[config.mk]
export PLATFORM = sky130hd
export DESIGN_NAME = rgb_frame_writer
export DESIGN_NICKNAME = d
export VERILOG_FILES = /design/src/rtl/rgb_frame_writer.sv
export SDC_FILE = /design/constraint.sdc
export NUM_CORES = 1
export LEC_CHECK = 0
export ABC_AREA = 1
export CORE_MARGIN = 3
export CORE_UTILIZATION = 42
export CTS_BUF_LIST = sky130_fd_sc_hd__clkbuf_2
export DETAILED_ROUTE_END_ITERATION = 7
export PLACE_DENSITY = 0.78
export SETUP_SLACK_MARGIN = 0.1
export SYNTH_ARGS = -nofsm -noshare
export SYNTH_HDL_FRONTEND = slang
export SYNTH_SLANG_ARGS = --single-unit
[constraint.sdc]
create_clock -name clk -period 1.58 [get_ports clk]
set_input_delay 0.316 -clock clk [delete_from_list [all_inputs] [get_ports clk]]
set_output_delay 0.316 -clock clk [all_outputs]
set_load 0.005 [all_outputs]
[src/rtl/rgb_frame_writer.sv]
`default_nettype none
// ============================================================================
//  Module      : rgb_frame_writer
//  Description : Reduces framed 24-bit RGB pixels to 8 bits and writes them
//                row-major into a frame buffer. Build option GRAY_CONV_EN
//                selects luma conversion; otherwise RGB332 packing is used.
//  Revision    : 1.0 - initial release
// ============================================================================
module rgb_frame_writer #(
    parameter int IMG_W  = 320,
    parameter int IMG_H  = 240,
    parameter int ADDR_W = 17
) (
    input  logic              clk,
    input  logic              reset,
    input  logic [23:0]       rgb_data,
    input  logic              rgb_done,
    input  logic              start,
    input  logic              stop,
    output logic              wr_en,
    output logic [ADDR_W-1:0] wr_addr,
    output logic [7:0]        wr_data,
    output logic              frame_done,
    output logic              busy,
    output logic              err_overflow,
    output logic              err_short,
    output logic [ADDR_W:0]   pix_count
);

    localparam int              c_total     = IMG_W * IMG_H;
    localparam logic [ADDR_W:0] c_total_cnt = (ADDR_W + 1)'(c_total);
    localparam logic [ADDR_W:0] c_one       = (ADDR_W + 1)'(1);

    typedef enum logic [1:0] {
        S_IDLE = 2'd0,
        S_RECV = 2'd1,
        S_DONE = 2'd2
    } state_t;

    state_t            r_state;
    state_t            w_state_nxt;
    logic              w_accept;
    logic              w_overflow;
    logic              w_restart;
    logic              w_short;
    logic [ADDR_W:0]   w_count_after;
    logic [7:0]        w_pix;

    logic              r_wr_en;
    logic [ADDR_W-1:0] r_wr_addr;
    logic [7:0]        r_wr_data;
    logic              r_frame_done;
    logic              r_err_overflow;
    logic              r_err_short;
    logic [ADDR_W:0]   r_count;

`ifdef GRAY_CONV_EN
    // Coefficients sum to 256, so the 16-bit sum never exceeds 255 after >> 8.
    logic [15:0] w_luma;
    assign w_luma = 16'd77  * {8'd0, rgb_data[23:16]}
                  + 16'd150 * {8'd0, rgb_data[15:8]}
                  + 16'd29  * {8'd0, rgb_data[7:0]};
    assign w_pix  = 8'(w_luma >> 8);
`else
    assign w_pix  = {3'(rgb_data >> 21), 3'(rgb_data >> 13), 2'(rgb_data >> 6)};
`endif

    always_ff @(posedge clk) begin
        if (reset) begin
            r_state <= S_IDLE;
        end else begin
            r_state <= w_state_nxt;
        end
    end

    // A same-cycle pixel is counted before stop judges the frame length.
    always_comb begin
        w_state_nxt   = r_state;
        w_accept      = 1'b0;
        w_overflow    = 1'b0;
        w_restart     = 1'b0;
        w_short       = 1'b0;
        w_count_after = r_count;
        case (r_state)
            S_IDLE: begin
                if (start) begin
                    w_state_nxt = S_RECV;
                    w_restart   = 1'b1;
                end
            end
            S_RECV: begin
                if (start) begin
                    w_restart = 1'b1;
                end else begin
                    if (rgb_done) begin
                        if (r_count < c_total_cnt) begin
                            w_accept      = 1'b1;
                            w_count_after = r_count + c_one;
                        end else begin
                            w_overflow = 1'b1;
                        end
                    end
                    if (stop) begin
                        w_state_nxt = S_DONE;
                        w_short     = (w_count_after < c_total_cnt);
                    end
                end
            end
            S_DONE: begin
                w_state_nxt = S_IDLE;
            end
            default: begin
                w_state_nxt = S_IDLE;
            end
        endcase
    end

    // frame_done is registered off DONE so it always trails the final write.
    always_ff @(posedge clk) begin
        if (reset) begin
            r_wr_en        <= 1'b0;
            r_wr_addr      <= '0;
            r_wr_data      <= '0;
            r_frame_done   <= 1'b0;
            r_err_overflow <= 1'b0;
            r_err_short    <= 1'b0;
            r_count        <= '0;
        end else begin
            r_wr_en      <= w_accept;
            r_frame_done <= (r_state == S_DONE);
            if (w_accept) begin
                r_wr_addr <= r_count[ADDR_W-1:0];
                r_wr_data <= w_pix;
            end
            if (w_restart) begin
                r_count        <= '0;
                r_err_overflow <= 1'b0;
                r_err_short    <= 1'b0;
            end else begin
                r_count <= w_count_after;
                if (w_overflow) r_err_overflow <= 1'b1;
                if (w_short)    r_err_short    <= 1'b1;
            end
        end
    end

    assign wr_en        = r_wr_en;
    assign wr_addr      = r_wr_addr;
    assign wr_data      = r_wr_data;
    assign frame_done   = r_frame_done;
    assign busy         = (r_state == S_RECV);
    assign err_overflow = r_err_overflow;
    assign err_short    = r_err_short;
    assign pix_count    = r_count;

endmodule
`default_nettype wire
After elaboration in Yosys (flattened, before gate mapping) --
Index checks and enable logic that the tools add are counted.
Word-level totals: input port bits 29, output and inout bits 48, bits in registers 49
Cells by class: equality and inequality tests 5, muxes and demuxes 21, add/subtract/negate cells 1, bitwise operators 1, magnitude comparators 2, reduce and logical (&&, ||, !) cells 5
Operator list (number):
- $mux W18 | 4
- $lt A18 B17 Y1 const B | 2
- $add A18 B1 Y18 const B | 1
- $mux W1 | 13
- $mux W2 | 3
- $ne A2 B2 Y1 const B | 3
- $pmux W2 S2 | 1
- $reduce_or A2 Y1 | 2
- $reduce_and A3 Y1 | 1
- $eq A2 B1 Y1 const B | 1
- $eq A2 B2 Y1 const B | 1
- $logic_not A2 Y1 | 1
- $reduce_and A2 Y1 | 1
- $not A1 Y1 | 1

Logic depth before layout (Yosys ltp) --
word-level depth 9, depth in mapped cells 13, mapped depth without buffers 13

Worst setup path before layout --
OpenSTA, ideal clock, no wires.
path kind reg2reg, from register r_count[0] (netlist: pix_count[0]), to register r_err_short (netlist: err_short), data arrival time 1526 ps, library setup time 68 ps, cell stages (with the launch flop) 14, slack -14 ps, data required time 1512 ps, cells stage by stage dfxtp_1 > ha_1 > nand2_2 > nor2_4 > nand2_2 > nor2_4 > nand2_2 > nor2_2 > nand2_1 > nand2_1 > nand2_1 > nor2_1 > nand2_1 > a21oi_2
On the way: cells in the longest elaborated chain, start to end 9
RTL lines:
- from (decl) | RTL line 55 | logic [ADDR_W:0] r_count;
- from (signal assigned) | RTL line 140 | r_count <= w_count_after;
- $add A18 B1 Y18 / $lt A18 B17 Y1 (equally long branches) | RTL line 98, 96
- $mux W18 | RTL line 96 | if (r_count < c_total_cnt) begin
- $mux W18 (*) | RTL line 95 | if (rgb_done) begin
- $mux W18 (*) | RTL line 92 | if (start) begin
- $mux W18 (*) | RTL line 84 | case (r_state)
- $lt A18 B17 Y1 (*) | RTL line 105 | w_short = (w_count_after < c_total_cnt);
- $mux W1 (*) | RTL line 103 | if (stop) begin
- $mux W1 (*) | RTL line 92
- $mux W1 (*) | RTL line 84
- to (signal assigned) | RTL line 126 | r_err_short <= 1'b0;
- to (signal assigned) | RTL line 138 | r_err_short <= 1'b0;
- to (signal assigned) | RTL line 142 | if (w_short) r_err_short <= 1'b1;
- to (decl) | RTL line 54 | logic r_err_short;
Mark *: on every way between the ends. The rest lies on a longest branch, timed or not. The select of a mux whose other input is x is not followed. A chain may end at the register's enable or synchronous reset.

Worst setup path in the final report --
from register r_count[1] (netlist: pix_count[1]), to register r_err_short (netlist: err_short)
Same word-level chain as after synthesis.

==> results_dict.tcl <==
set metrics [dict create \
    holdWs_ns 0.3870 \
    synth_async_sr_flop_share_pct 0 \
    clk_latency_ns 0.46 \
    synthAdderAreaFrac_pct 0.5714 \
    period_minus_slack_ns 1.723 \
    vias 2538 \
    final_util_pct 72.95 \
    synth-edff-count 0 \
    placed_area_sq_mm 0.003075 \
    cp-start-kind "register" \
    syn_avg_cell_area_sq_um 7.203 \
    grt_max_degree 22 \
    cap_violations 0 \
    fin_crit_sh_pct 109.1 \
    crit_buf_inv 1 \
    nets 453 \
    hpwlAfterDp_um 4327 \
    drc 0 \
    synth_area_leaders "dfxtp_1 (45%), nand2_1 (8.1%), nor2_1 (7.4%)" \
    synth_top_family_by_area "simple AND/OR/NAND/NOR gates" \
    grt_pass1_wl_um 11020 \
    yosys_register_bits 49 \
    antenna_found_initial 0 \
    synth_top_cell_by_area "dfxtp_1" \
    cts_made_buffers 5 \
    p_leak_nw 1.719 \
    wire_per_inst_um 14.91 \
    synth-compound-area-share_pct 15.49 \
    outcome "finished, violations left" \
    end_kind "register" \
    power_density_mw_per_mm2 581.2 \
    die_width_um 78.21 \
    htree_levels 2 \
    worst_slack_ns -0.1435 \
    skew_ns 0.04120 \
    maxSlewHeadroom_pct 78.52 \
    dp_cells 451 \
    cts.path.max_buffers 2 \
    cts_tree "yes" \
    synthCells 304 \
    setup_viol 14 \
    rows 25 \
    n_fill_cell 381 \
    antennaDiodeCount 0 \
    tightest_slew_ns 0.3197 \
    synthFlopType "dfxtp_1" \
    die-area_sq_mm 0.006116 \
    violations "negative setup slack" \
    grt_pass1_vias 2327 \
    track_usage_pct 22.38 \
    worstSetupStartpoint "pix_count[1]" \
    crit_family "simple AND/OR/NAND/NOR gates" \
    core-area_sq_mm 0.004880 \
    firstDrtPassIters 4 \
    max_freq_mhz 580.2 \
    synth.area.mux_share_pct 0 \
    synth-simple-area-share_pct 30.29 \
    cp.required_ns 1.95 \
    rsz0062_at_grt "true" \
    drive_gt1_share_pct 40.33 \
    crit_slowest_cell "dfxtp_2" \
    wl_um 7323 \
    hold_path_depth 3 \
    crit_fanout 4 \
    worst_path_largest_cell_delay_ns 0.40 \
    rr_worst_depth 14 \
    yosysSeqAreaShare_pct 44.80 \
    start_util_pct 44.87 \
    synth.net_count 334 \
    synthDistinctLibCells 25 \
    drt_iter0_drc 223 \
    place_congestion 0.9079 \
    r2r_start "pix_count[1]" \
    grt_overflow 0 \
    synth_top_area_share_pct 44.80 \
    drv_slew 0 \
    root_buffer "clkbuf_2" \
    worstHoldStart "rgb_data[14]" \
    ios 77 \
    holdCritPathClass "in -> reg" \
    stdcell_area_sq_mm 0.003560 \
    arrival_ns 2.10 \
    clk_pin_slew_ns 0.27 \
    multi_input_area_sq_mm 0.001132 \
    routed_via_density 5.169 \
    ir_drop_mv 0.4501 \
    cp_cell_sequence "buf_6, ha_4, nand2_4, nor2_4, nand2_2, nor2_4, nand2_2, nor2_2, nand2_1, nand2_1, nand2_2, nor2_1, nand2_1, a21oi_2" \
    syn_to_final_growth_pct 62.57 \
    die_y_um 78.21 \
    hold_viol_final 0 \
    io_buffers 60 \
    worstSetupPathType "reg -> reg" \
    regArea_sq_mm 0.001061 \
    yosys_warnings 0 \
    crit_cells 14 \
    synth_xor_area_share_pct 0 \
    antenna_left 0 \
    clock_sinks 49 \
    layout.cells.non_filler 491 \
    netlist_area_sq_mm 0.002190 \
]
## layout make-up
cell class | instances | area share, %
clock buffer | 5 | 0.7030
clock inverter | 3 | 0.4569
inverter | 36 | 3.866
multi-input combinational | 209 | 31.81
sequential | 49 | 29.81
tap | 67 | 2.355
timing repair buffer | 122 | 31.00
## worst register-to-register path: stages (launching register included)
cell	delay, ns
dfxtp_2	0.40
buf_6	0.10
ha_4	0.14
nand2_4	0.06
nor2_4	0.09
nand2_2	0.07
nor2_4	0.13
nand2_2	0.06
nor2_2	0.10
nand2_1	0.06
nand2_1	0.07
nand2_2	0.07
nor2_1	0.10
nand2_1	0.07
a21oi_2	0.11
## cells in the mapped netlist, types with 5 or more instances
| master | instances |
|---|---|
| dfxtp_1 | 49 |
| nor3_1 | 11 |
| a21oi_1 | 29 |
| nand3_1 | 14 |
| nand2_1 | 47 |
| nor2_1 | 43 |
| o21ai_0 | 24 |
| nand2_2 | 8 |
| nand4_1 | 5 |
| buf_2 | 5 |
| o21ai_1 | 13 |
| inv_1 | 28 |
| inv_2 | 8 |
## placed cells by master (no fill, tap or decap), types with 2 or more instances in the layout
| cell type | count |
|---|---|
| nand3_1 | 11 |
| dfxtp_2 | 37 |
| nand2_2 | 8 |
| nand4_1 | 5 |
| a21oi_2 | 3 |
| clkbuf_2 | 10 |
| clkinv_1 | 2 |
| a21oi_1 | 27 |
| nor2_2 | 4 |
| dfxtp_4 | 9 |
| buf_8 | 2 |
| o21ai_2 | 2 |
| buf_6 | 13 |
| dlygate4sd2_1 | 33 |
| nand2_1 | 44 |
| buf_2 | 3 |
| nor3_2 | 2 |
| dfxtp_1 | 3 |
| clkdlybuf4s15_1 | 4 |
| nor2_4 | 6 |
| inv_2 | 9 |
| buf_4 | 46 |
| nand2_4 | 3 |
| nand3_2 | 3 |
| o21ai_0 | 15 |
| nor2_1 | 41 |
| buf_12 | 2 |
| o21ai_1 | 20 |
| inv_1 | 26 |
| clkdlybuf4s50_1 | 12 |
| nor3_1 | 9 |
## layer usage
metal	share of wire (%)	vias up	GRT usage (%)
met4	2.9	0	7.867
li1	-	1223	-
met2	50	114	38.10
met3	6.2	20	4.702
met1	41	1181	27.96
met5	0	-	0
## repair_timing
action | in CTS | in global routing
endpoints found under the setup margin | 85 | 58
hold buffers | 0 | 0
cloned | 2 | 1
buffers inserted | 20 | 10
pin swaps | 6 | 9
gates resized for setup | 146 | 38
## kinds of logic after synthesis
family          Yosys count
compound gates           67
fa+ha+maj                 1
buf+inv                  47
flops                    49
simple gates            140
## state kept, by name, summed over array words and instances, names as in the netlist
register and flops:
err_overflow 1, wr_en 1, frame_done 1, err_short 1, r_state 2, pix_count 18
wr_addr 17, wr_data 8
## worst paths after layout
path	endpoint	slack (ns)
max	err_short	-0.14
min reg2reg	frame_done	0.42
max reg2reg	err_short	-0.14
min	wr_data[3]	0.39
## per-stage QoR
step           power, mW  worst slack (ns)  TNS, ns
2_1_floorplan      1.407            0.1041        0
3_3_place_gp       1.535           -0.2509   -7.752
3_5_place_dp       1.538           -0.2535   -8.121
4_1_cts            2.040          -0.07202  -0.3943
5_1_grt            2.164           -0.2693   -4.157
6_report           2.069           -0.1435  -0.4657
## power by group
| part | total [mW] | switching (mW) | internal, mW |
|---|---|---|---|
| sequential | 1.27 | 0.0166 | 1.26 |
| combinational | 0.267 | 0.131 | 0.135 |
| clock | 0.527 | 0.422 | 0.105 |
| total | 2.07 | 0.570 | 1.50 |
(Power assumes the default switching activity.)
